`src/rtl/id_ex_stage.sv`:
```
// Decode-to-execute pipeline register with valid/ready handshake, stall, flush and stall counter.
// Define WB_FORWARD_EN to bypass same-edge writeback data into captured and held operands.
module id_ex_stage #(
  parameter int DATA_W = 32,
  parameter int REG_AW = 5,
  parameter int CNT_W  = 16
) (
  input  logic              clk,
  input  logic              rst_n,
  input  logic              id_valid,
  output logic              id_ready,
  input  logic [REG_AW-1:0] id_rs,
  input  logic [REG_AW-1:0] id_rt,
  input  logic [REG_AW-1:0] id_rd,
  input  logic [DATA_W-1:0] id_rdata1,
  input  logic [DATA_W-1:0] id_rdata2,
  input  logic [DATA_W-1:0] id_imm,
  input  logic              id_regwrite,
  input  logic              flush,
  input  logic              wb_regwrite,
  input  logic [REG_AW-1:0] wb_reg,
  input  logic [DATA_W-1:0] wb_data,
  output logic              ex_valid,
  input  logic              ex_ready,
  output logic [DATA_W-1:0] ex_op_a,
  output logic [DATA_W-1:0] ex_op_b,
  output logic [DATA_W-1:0] ex_imm,
  output logic [REG_AW-1:0] ex_rd,
  output logic              ex_regwrite,
  output logic [CNT_W-1:0]  stall_cnt
);

  typedef struct packed {
    logic [DATA_W-1:0] opA;
    logic [DATA_W-1:0] opB;
    logic [DATA_W-1:0] imm;
    logic [REG_AW-1:0] rd;
    logic [REG_AW-1:0] rs;
    logic [REG_AW-1:0] rt;
    logic              regWrite;
  } exReg_t;

  exReg_t            exQ, exD;
  logic              validQ, validD;
  logic [CNT_W-1:0]  stallQ;
  logic              load, hold;
  logic [DATA_W-1:0] capA, capB;

  assign id_ready = !validQ || ex_ready;
  assign load     = id_valid && id_ready && !flush;
  assign hold     = validQ && !ex_ready;

`ifdef WB_FORWARD_EN
  logic wbHit;
  assign wbHit = wb_regwrite && (wb_reg != '0);
`else
  logic unusedWb;
  assign unusedWb = &{1'b0, wb_regwrite, wb_reg, wb_data, exQ.rs, exQ.rt};
`endif

  // r0 reads as zero; a matching writeback overrides the stale regfile read
  always_comb begin
    capA = (id_rs == '0) ? '0 : id_rdata1;
    capB = (id_rt == '0) ? '0 : id_rdata2;
`ifdef WB_FORWARD_EN
    if (wbHit && wb_reg == id_rs) capA = wb_data;
    if (wbHit && wb_reg == id_rt) capB = wb_data;
`endif
  end

  always_comb begin
    exD = exQ;
    if (load) begin
      exD.opA      = capA;
      exD.opB      = capB;
      exD.imm      = id_imm;
      exD.rd       = id_rd;
      exD.rs       = id_rs;
      exD.rt       = id_rt;
      exD.regWrite = id_regwrite;
    end else if (hold && !flush) begin
`ifdef WB_FORWARD_EN
      if (wbHit && wb_reg == exQ.rs) exD.opA = wb_data;
      if (wbHit && wb_reg == exQ.rt) exD.opB = wb_data;
`endif
    end

    if (flush)                  validD = 1'b0;
    else if (load)              validD = 1'b1;
    else if (validQ && ex_ready) validD = 1'b0;
    else                        validD = validQ;

    if (!validD) exD.regWrite = 1'b0;
  end

  always_ff @(posedge clk) begin
    if (!rst_n) begin
      exQ    <= '0;
      validQ <= 1'b0;
      stallQ <= '0;
    end else begin
      exQ    <= exD;
      validQ <= validD;
      if (hold && stallQ != '1) stallQ <= stallQ + 1'b1;
    end
  end

  assign ex_valid    = validQ;
  assign ex_op_a     = exQ.opA;
  assign ex_op_b     = exQ.opB;
  assign ex_imm      = exQ.imm;
  assign ex_rd       = exQ.rd;
  assign ex_regwrite = exQ.regWrite;
  assign stall_cnt   = stallQ;

endmodule

```
`config.mk`:
```
export PLATFORM = sky130hd
export DESIGN_NAME = id_ex_stage
export DESIGN_NICKNAME = d
export VERILOG_FILES = /design/src/rtl/id_ex_stage.sv
export SDC_FILE = /design/constraint.sdc
export NUM_CORES = 1
export LEC_CHECK = 0
export CORE_ASPECT_RATIO = 0.5
export CORE_MARGIN = 1.5
export CORE_UTILIZATION = 30
export CTS_CLUSTER_DIAMETER = 120
export DETAILED_ROUTE_END_ITERATION = 16
export DONT_BUFFER_PORTS = 1
export GPL_TIMING_DRIVEN = 1
export PLACE_DENSITY = 0.41
export SETUP_SLACK_MARGIN = 0.02
export SYNTH_ARGS = -nofsm -noshare
export SYNTH_HDL_FRONTEND = slang
export SYNTH_SLANG_ARGS = --single-unit
```
`constraint.sdc`:
```
create_clock -name clk -period 1.85 [get_ports clk]
set_input_delay 0.185 -clock clk [delete_from_list [all_inputs] [get_ports clk]]
set_output_delay 0.185 -clock clk [all_outputs]
set_load 0.01 [all_outputs]
```
### Yosys cells after proc, flatten, opt, wreduce, memory -nomap -nowiden

Index checks and enable logic that the tools add are counted.

* flip-flop bits (word level): 119
* bits in latches: 0
* bits in writable memories: 0
* bits in read-only memories: 0
* bits of input ports: 155
* output and inout bits: 120
* logic and storage cells: 26
* memories kept: 0

* add/sub/neg operators: 1
* multiply operators: 0
* divide/modulo/power cells: 0
* magnitude comparators: 0
* equal/unequal tests: 1
* shifts and indexed selects: 0
* muxes and demuxes: 5
* bitwise operators: 0
* reductions and logical operators: 12

Operators by type and width (count)
* $mux W32: 2
* $add A16 B1 Y16 const B: 1
* $ne A16 B16 Y1 const B: 1
* $logic_not A5 Y1: 2
* $logic_and A1 B1 Y1: 5
* $logic_not A1 Y1: 3
* $mux W1: 3
* $reduce_and A2 Y1: 1
* $logic_or A1 B1 Y1: 1

### Longest topological paths before layout

Gate-level depths: netlist (run 1).

* depth after elaboration: 7
* mapped depth: 8
* gate-level depth less buffers: 5

### Least setup slack after synthesis (run 1)

OpenSTA, ideal clock, no wires.

* path type: register to register
* start point: reg stallQ[0] (netlist: stall_cnt[0])
* end point: reg stallQ[13] (netlist: stall_cnt[13])
* setup time: 0.070 ns
* arrival time: 1.478 ns
* data required time: 1.780 ns
* setup slack: 0.303 ns
* stages on the path, launching flop included: 6
* buffers on the path: 1
* clock period less this slack: 1.547 ns
* cells stage by stage: dfxtp_1 -> and4b_1 -> buf_6 -> nor4b_4 -> or3b_1 -> a21oi_1

* longest elaborated chain between the ends: 2
* elaborated cells on any way between the ends: 3
* those cells by class: 1 x add/sub; 1 x eq/ne; 1 x reduce/logical

RTL lines
* from (decl): line 45 `logic [CNT_W-1:0] stallQ;`
* from (signal assigned): line 104 `if (hold && stallQ != '1) stallQ <= stallQ + 1'b1;`
* parallel branches: the longest is 2 deep, another holds $add A16 B1 Y16

Parallel ways; which one is timed is not known.
A chain may end at the register's enable or synchronous reset.

### Worst setup path after layout (run 1)

* start point: reg validQ (netlist: ex_valid)
* end point: reg exQ (netlist bit ex_op_b[12])

* longest elaborated chain between the ends: 4

RTL lines
* from (decl): line 44 `logic validQ, validD;`
* from (signal assigned): line 103 `validQ <= validD;`
* $logic_not A1 Y1: line 49 `assign id_ready = !validQ || ex_ready;`
* $logic_or A1 B1 Y1: line 49
* $logic_and A1 B1 Y1 (2 in series): line 50 `assign load = id_valid && id_ready && !flush;`
* to (signal assigned): line 98 `exQ <= '0;`
* to (signal assigned): line 102 `exQ <= exD;`
* to (decl): line 43 `exReg_t exQ, exD;`

No other way between the ends.

==> impl_metrics.yaml, run 1 <==
outcome:
  outcome: "finished, final reports clean"
synthesis:
  synth_top_area_share_pct: 53.9
  yosysWarnings: 0
  ys_seq_area_share_pct: 53.9
  yosysMostFrequentCell: "dfxtp_1"
  syn_area_um2: 4420
  synth-edff-count: 0
  synth_flop_cell: "dfxtp_1"
  synthTopCellsByCount: "dfxtp_1 (119), nand2_1 (80), nor2_1 (69)"
  yosysUniqueCellTypes: 48
  avgSynthCellArea_um2: 9.00
  syn_inst: 491
  synthArstFlopShare_pct: 0
  synth_area_leaders: "dfxtp_1 (54%), a22oi_1 (11%), nand2_1 (6.8%)"
  syn-num-nets: 647
  yosysTopAreaCell: "dfxtp_1"
  ys_ff_latch: 119
global_routing:
  first_global_vias: 3810
  track_usage_pct: 17.1
  overflow: 0
  antenna_found_initial: 0
  grt_max_degree: 64
  grt_pass1_wl_mm: 20.5
cells_and_area:
  stdcell_area_um2: 6480
  area_growth_pct: 46.8
  nFillCells: 1379
  final_cells: 818
  ff_latch_area_um2: 2380
  diodes: 0
  drive_above_1_share_pct: 11.9
  nNetsFinal: 763
  final_util_pct: 44.9
  multi_input_area_um2: 1900
sta:
  clock_skew_ns: 0.00771
  hold_slack_ns: 0.159
  rsz0062_at_grt: "false"
  fin_crit_sh_pct: 89.3
  finalSetupViolations: 0
  finalMaxSlewViolations: 0
  worst_slew_pin_slew_ns: 0.966
  final_hold_viol_count: 0
  setup_ws_ns: 0.198
  max_freq_mhz: 605
  max_slew_margin_pct: 35.5
  min_period_ns: 1.65
  setup_tns_ns: 0
power_and_ir_drop:
  seq_power_share_pct: 42.8
  peakVddDrop_mv: 0.586
  pwr-share-comb_pct: 8.2
  p_int_mw: 4.97
  p_switching_mw: 1.57
  total_power_mw: 6.53
  p_leak_nw: 2.51
  pwr-share-clk_pct: 48.9
  power_density_nw_per_um2: 1010
  p_sw_share_pct: 24.0
clocking:
  post_cts_buffers: 0
  clk_pin_slew_ns: 0.06
  cts_tree: "yes"
  cts_buffers: 17
  clk_latency_ns: 0.40
  cts_root_buf: "clkbuf_16"
  htreeDepth: 4
  cts_sinks: 119
  cts_max_path_buffers: 2
routing:
  drt_iter0_drc: 250
  wl_per_cell_um: 17.2
  viasPerCell: 4.94
  drc: 0
  via_count: 4039
  ant_nets: 0
  routed_wl_mm: 14.1
  drt_first_pass_iters: 5
setup_path:
  cp-start-kind: "flip-flop"
  crit_path_max_fanout: 12
  end_kind: "flip-flop"
  path_class: "flip-flop to flip-flop"
  crit_arrival_ns: 2.00
  critPathRequiredTime_ns: 2.19
worst_hold_path:
  min_path_type: "input port to flip-flop"
die:
  initial_core_util_pct: 30.6
  die-area_um2: 15500
  dieWidth_um: 175
  row_count: 31
  die_h_um: 88.8
  ios: 275
  design.core.area_um2: 14400
flow_run:
  cap_violations: 0
placed_design:
  place_inst: 678
  io_buffers: 0
  gp_congestion: 0.698
  pre_cts_ws_ns: -0.0860
  placed_area_um2: 4780
  dpl.hpwl_mm: 8.20
-- critical path, stage by stage, from the launching register on --
cell	delay, ns
dfxtp_1	0.31
nor2b_4	0.16
a211oi_4	0.65
buf_4	0.29
a22oi_1	0.09
nor2_1	0.09
-- placed cells by master, fill, tap and decap left out, types with 2 or more instances in the layout --
master         instances
o211ai_1               2
bufinv_16              2
o21ai_0                2
a21oi_1               50
nand2_1               80
o41ai_1                3
inv_1                  3
nand2_4                2
clkbuf_16             18
nor3b_1                2
and4_1                 2
nor3_1                 3
buf_12                 5
and3_1                 2
clkinv_2               5
nand3b_1               2
nor4_4                 2
clkbuf_1               2
dlygate4sd3_1        106
buf_4                 19
nand2b_1               4
nand3_1                6
a211oi_4               2
nand4_1                8
nor2_1                69
a22oi_1               64
dfxtp_1              119
clkinvlp_4             4
-- flip-flops by register name, indices dropped and copies added (netlist names) --
register,count
ex_imm,32
stall_cnt,16
ex_rd,5
ex_op_b,32
ex_valid,1
ex_op_a,32
ex_regwrite,1
-- worst paths after layout --
path         cells past startpoint            to  startpoint  slack, ns
max                              5   ex_op_b[12]    ex_valid       0.20
max reg2reg                      5   ex_op_b[12]    ex_valid       0.20
min                              2  stall_cnt[7]       rst_n       0.16
min reg2reg                      2     ex_imm[0]   ex_imm[0]       0.50
-- timing repair --
| action | CTS | global route |
|---|---|---|
| gates resized for setup | 2 | 4 |
| endpoints found under the setup margin | 9 | 78 |
| endpoints found under the hold margin | 110 | 0 |
| cloned | 1 | 1 |
| pin swaps | 1 | 0 |
| hold buffers | 106 | 0 |
-- cell type report --
class	instances	share of cell area (%)
Clock buffer	20	6.89
Sequential cell	119	36.7
Inverter	5	0.309
Multi-Input combinational cell	332	29.4
Clock inverter	12	1.97
Timing Repair Buffer	132	20.9
Tap cell	198	3.82
-- power by group through the flow --
stage	Combinational, mW	Sequential [mW]	Clock [mW]
2_1_floorplan	0.243	2.83	0
3_3_place_gp	0.323	2.85	0
3_5_place_dp	0.329	2.85	0
4_1_cts	0.526	2.80	3.30
5_1_grt	0.594	2.81	3.42
6_report	0.539	2.80	3.20
-- metal layers --
| metal | vias up | track usage (%) | routed length [um] |
|---|---|---|---|
| met1 | 1901 | 20.3 | 5980 |
| li1 | 1975 | - | - |
| met5 | - | 0 | 0 |
| met3 | 15 | 5.54 | 840 |
| met2 | 148 | 29.7 | 7060 |
| met4 | 0 | 5.91 | 179 |
-- cells by family (layout without fill, tap and decap cells) --
logic type	Yosys count	after routing	synth area share, %
multiplexers	1	1	0.227
buffers and inverters	41	169	4.39
AO/OA/AOI/OAI	131	132	19.7
AND/OR/NAND/NOR	198	198	21.5
adder cells (fa/ha/maj)	1	1	0.283
flip-flops	119	119	53.9
Power figures use the tool's default switching activity.
==> run 2: changes to the inputs <==
--- a/config.mk
+++ b/config.mk
@@ -12,8 +12,8 @@
 export DETAILED_ROUTE_END_ITERATION = 16
 export DONT_BUFFER_PORTS = 1
 export GPL_TIMING_DRIVEN = 1
-export PLACE_DENSITY = 0.41
-export SETUP_SLACK_MARGIN = 0.02
+export PLACE_DENSITY_LB_ADDON = 0.25
+export SETUP_SLACK_MARGIN = 0.4
 export SYNTH_ARGS = -nofsm -noshare
 export SYNTH_HDL_FRONTEND = slang
 export SYNTH_SLANG_ARGS = --single-unit
==> run 2 against run 1 <==
  * Final cell count increased by 2.3%
  * Clock-buffer cell count increased by 1
  * Critical path depth increased by 1
  * Setup slack improved by 0.097 ns
  * Sequential power about the same
  * Highest routed layer unchanged
==> impl_metrics.yaml, run 2 (same netlist as run 1, synthesis figures left out) <==
clocking:
  clk_pin_slew_ns: 0.06
  cts_tree: "yes"
  clk_latency_ns: 0.41
  cts_max_path_buffers: 2
  cts_sinks: 119
  htreeDepth: 4
  cts_root_buf: "clkbuf_16"
  cts_buffers: 17
cells_and_area:
  final_util_pct: 52.4
  nNetsFinal: 782
  drive_above_1_share_pct: 36.2
  nFillCells: 1277
  area_growth_pct: 71.2
  mostFrequentLayoutCell: "dfxtp_1"
  diodes: 0
  mostFrequentLayoutCells: "dfxtp_1 (106), dlygate4sd3_1 (105), nor2_1 (68), a22oi_2 (57), nand2_1 (51)"
setup_path:
  cp-start-kind: "flip-flop"
  path_class: "flip-flop to flip-flop"
  crit_path_max_fanout: 6
  crit_arrival_ns: 1.84
  end_kind: "flip-flop"
  critPathRequiredTime_ns: 2.13
placed_design:
  dpl.hpwl_mm: 8.02
  gp_congestion: 0.760
  io_buffers: 0
sta:
  rsz0062_at_grt: "true"
  fin_crit_sh_pct: 84.0
  finalMaxSlewViolations: 0
  max_freq_mhz: 643
  min_period_ns: 1.55
  max_slew_margin_pct: 64.6
  final_hold_viol_count: 0
  hold_slack_ns: 0.134
  setup_tns_ns: 0
  finalSetupViolations: 0
  worst_slew_pin_slew_ns: 0.529
  clock_skew_ns: 0.00943
routing:
  wl_met2_mm: 8.43
  viasPerCell: 5.17
  routed_wl_mm: 16.0
  ant_nets: 0
  via_count: 4324
  drt_iter0_drc: 184
  wl_per_cell_um: 19.2
  route.met3.wl_um: 775
  drc: 0
  top_layer_used: "met4"
  met1_length_mm: 6.47
  drt_first_pass_iters: 4
global_routing:
  grt_pass1_wl_mm: 20.1
  first_global_vias: 3909
  overflow: 0
  grt_max_degree: 54
  track_usage_pct: 16.7
  antenna_found_initial: 0
die:
  ios: 275
  die-area_um2: 15500
  initial_core_util_pct: 30.6
  die_h_um: 88.8
  dieWidth_um: 175
  design.core.area_um2: 14400
  row_count: 31
power_and_ir_drop:
  p_leak_nw: 2.84
  total_power_mw: 6.88
  peakVddDrop_mv: 0.646
  power_density_nw_per_um2: 909
flow_run:
  cap_violations: 0
worst_hold_path:
  min_path_type: "input port to flip-flop"
outcome:
  outcome: "finished, final reports clean"
-- run 2: per-stage QoR --
step,worst slack (ns),instances,area [um2]
detailed placement,0.209,671,4730
CTS,0.321,814,6510
global placement,0.216,671,4730
finish,0.295,837,7560
global route,0.200,837,7560
floorplan,0.396,491,4440
-- run 2: routing by layer --
| layer | up-vias | GRT usage [%] |
|---|---|---|
| li1 | 2014 | - |
| met1 | 2122 | 18.9 |
| met2 | 150 | 29.5 |
| met3 | 38 | 5.15 |
| met4 | 0 | 8.39 |
| met5 | - | 0 |
-- run 2: path summary, 6_finish.rpt --
check	startpoint	end	slack [ns]	cells after the start
worst min-delay path	rst_n	stall_cnt[5]	0.13	2
worst max-delay path	stall_cnt[0]	stall_cnt[14]	0.30	6
worst min register to register	ex_rd[2]	ex_rd[2]	0.50	2
worst max register to register	stall_cnt[0]	stall_cnt[14]	0.30	6
-- run 2: timing repair --
action,4_1_cts,5_1_grt
cloned,1,13
hold endpoints to repair,110,0
buffers inserted,5,10
resized for setup,21,172
setup endpoints to repair,111,118
hold buffers,105,0
pin swaps,9,127
-- run 2: report_power, final --
group	internal [mW]	switching [mW]
Sequential	2.66	0.156
Clock	2.09	1.21
Combinational	0.413	0.352
-- run 2: area by class of cell --
cell class | instances | area (um2) | area share (%)
Clock buffer | 21 | 470 | 6.22
Clock inverter | 11 | 123 | 1.62
Inverter | 5 | 32.5 | 0.430
Multi-Input combinational cell | 331 | 2530 | 33.5
Sequential cell | 119 | 2420 | 32.0
Tap cell | 198 | 248 | 3.28
Timing Repair Buffer | 152 | 1740 | 23.0
-- run 2: worst max-delay path, cell delays in order, from the launching register on --
cell,delay (ns)
dfxtp_4,0.40
ha_4,0.15
nand3b_1,0.16
nor4_4,0.39
buf_4,0.18
buf_4,0.09
a311oi_1,0.07
==> run 3: changes to the inputs <==
==> constraint.sdc (replaced) <==
create_clock -name clk -period 1.5 [get_ports clk]
set_input_delay 0.15 -clock clk [delete_from_list [all_inputs] [get_ports clk]]
set_output_delay 0.15 -clock clk [all_outputs]
set_load 0.01 [all_outputs]
==> run 3 against run 2 <==
  * The run now ends with negative hold slack, negative setup slack left
  * Clock-buffer cell count unchanged
  * Routed wire length is 0.72% lower
  * Maximum frequency increased by 0.55%
  * Design area up 8.9%
  * Global-route usage increased by 2.8 points
  * Sequential share of layout area is 2.6 points lower
  * Setup slack got worse by 0.34 ns
  * Utilization increased by 4.7 points
  * Die area did not move
  * Combinational power rose by 48%
  * First-iteration DRC count up 36%
  * Critical path depth is 4 higher
  * Critical endpoint is now ex_imm[20]
==> impl_metrics.yaml, run 3 (same netlist as run 1, synthesis figures left out) <==
clocking:
  cts_root_buf: "clkbuf_16"
  clk_pin_slew_ns: 0.06
  ctsHoldBuffers: 104
  clk_latency_ns: 0.40
  cts_buffers: 17
  cts_tree: "yes"
  htreeDepth: 4
  cts_max_path_buffers: 2
  cts_sinks: 119
sta:
  final_hold_viol_count: 7
  worst_slew_pin_slew_ns: 0.557
  clock_skew_ns: 0.00984
  finalMaxSlewViolations: 0
  hold_slack_ns: -0.114
  finalSetupViolations: 9
  setup_ws_ns: -0.0462
  min_period_ns: 1.55
  max_slew_margin_pct: 62.6
  fin_crit_sh_pct: 103
  max_freq_mhz: 647
  rsz0062_at_grt: "true"
placed_design:
  dpl.hpwl_mm: 8.49
  gp_congestion: 0.725
  placed_area_um2: 5240
  io_buffers: 0
cells_and_area:
  area_growth_pct: 86.5
  nFillCells: 1171
  final_util_pct: 57.1
  drive_above_1_share_pct: 41.0
  mostFrequentLayoutCells: "dfxtp_1 (104), dlygate4sd3_1 (104), nor2_1 (68), a22oi_2 (64), nand2_1 (58)"
  nNetsFinal: 831
  stdcell_area_um2: 8240
setup_path:
  timing.rr.start: "ex_valid"
  crit_arrival_ns: 1.87
  reg2regPathDepth: 10
  rrSetupSlack_ns: -0.05
  cpPeakStageDelay_ns: 0.34
  timing.critical_path.mode_cell: "buf_6"
  critPathRequiredTime_ns: 1.83
  path_class: "flip-flop to flip-flop"
  cp_cell_sequence: "nor2b_4 -> buf_6 -> inv_8 -> nand2b_4 -> buf_6 -> buf_6 -> buf_6 -> buf_16 -> nand2_1 -> a21oi_2"
  crit_path_max_fanout: 6
  r2r-end: "ex_imm[20]"
  slowest_stage: "dfxtp_2"
  cp-start-kind: "flip-flop"
  end_kind: "flip-flop"
worst_hold_path:
  hold_depth: 2
  min_path_type: "input port to flip-flop"
  hold_start: "rst_n"
  whs_endpoint: "stall_cnt[2]"
routing:
  drc: 0
  drt_iter0_drc: 250
  routed_wl_mm: 15.9
  ant_nets: 0
  viasPerCell: 4.98
  drt_first_pass_iters: 4
  wl_per_cell_um: 17.9
  via_count: 4413
outcome:
  violations: "negative hold slack, negative setup slack"
  outcome: "finished, violations left"
global_routing:
  overflow: 0
  grt_max_degree: 49
  grt_pass1_wl_mm: 23.4
  track_usage_pct: 19.5
  antenna_found_initial: 1
  first_global_vias: 4445
die:
  die_h_um: 88.8
  design.core.area_um2: 14400
  row_count: 31
  dieWidth_um: 175
  ios: 275
  die-area_um2: 15500
  initial_core_util_pct: 30.6
flow_run:
  cap_violations: 0
power_and_ir_drop:
  power_density_nw_per_um2: 1070
  p_leak_nw: 3.17
  peakVddDrop_mv: 0.716
==> run 3: cell types whose count changed in the layout (fill, tap and decap cells not counted), moves of 3 or more <==
cell and change:
a22oi_1 -7, a22oi_2 +7, buf_12 +9, buf_16 +10
buf_4 +15, buf_6 +22, buf_8 -3, clkbuf_16 -6
nand2_1 +7, nand2_2 +3, nand2_4 -10
==> run 3: power breakdown <==
part | internal (mW) | switching [mW] | leakage (nW)
clock | 2.75 | 1.49 | 0.292
combinational | 0.664 | 0.464 | 1.90
sequential | 3.28 | 0.178 | 0.980
==> run 3: layout make-up <==
cell class	count	area, um2	area share, %
antenna	1	2.50	0.0304
tap	198	248	3.01
timing repair buffer	200	2410	29.3
sequential	119	2420	29.4
multi-input combinational	332	2510	30.5
clock buffer	21	470	5.71
inverter	5	27.5	0.334
clock inverter	11	145	1.76
==> run 3: through the flow <==
step	total power, mW	worst slack, ns	std cells	setup TNS [ns]
finish	8.83	-0.0462	887	-0.138
global route	9.14	-0.0926	887	-2.08
CTS	8.83	0.00230	879	0
detailed placement	4.01	-0.180	693	-10.95
global placement	4.00	-0.174	693	-8.84
floorplan	3.91	0.0634	491	0
==> run 3: worst max-delay path by stage <==
stage,from,endpoint,slack [ns],cells after the start
after floorplan,stall_cnt[0],stall_cnt[13],0.06,5
after global placement,ex_valid,ex_rd[2],-0.17,5
after detailed placement,ex_valid,ex_rd[1],-0.18,5
after CTS,ex_valid,ex_rd[1],0.002,9
after global routing,ex_valid,ex_imm[20],-0.09,10
final,ex_valid,ex_imm[20],-0.05,10
==> run 3: critical path, delay by kind of cell (launching register included) <==
family | cells | cell delay [ns]
AO/OA/AOI/OAI | 1 | 0.14
flip-flops | 1 | 0.34
AND/OR/NAND/NOR | 3 | 0.38
buffers and inverters | 6 | 0.61
==> run 3: layer usage <==
metal | share of wire [%] | routed length [um] | global-route usage, % | vias to the layer above
met5 | 0 | 0 | 0 | -
met4 | 2.2 | 344 | 8.08 | 0
met3 | 4.5 | 722 | 4.55 | 29
met2 | 53 | 8400 | 36.0 | 117
met1 | 41 | 6460 | 22.2 | 2155
li1 | - | - | - | 2112
==> run 3: repair_timing <==
action,CTS,global route
endpoints found under the hold margin,110,7
setup endpoints to repair,120,125
gates resized for setup,64,72
cloned,14,1
pin swaps,33,27
setup buffers,36,6
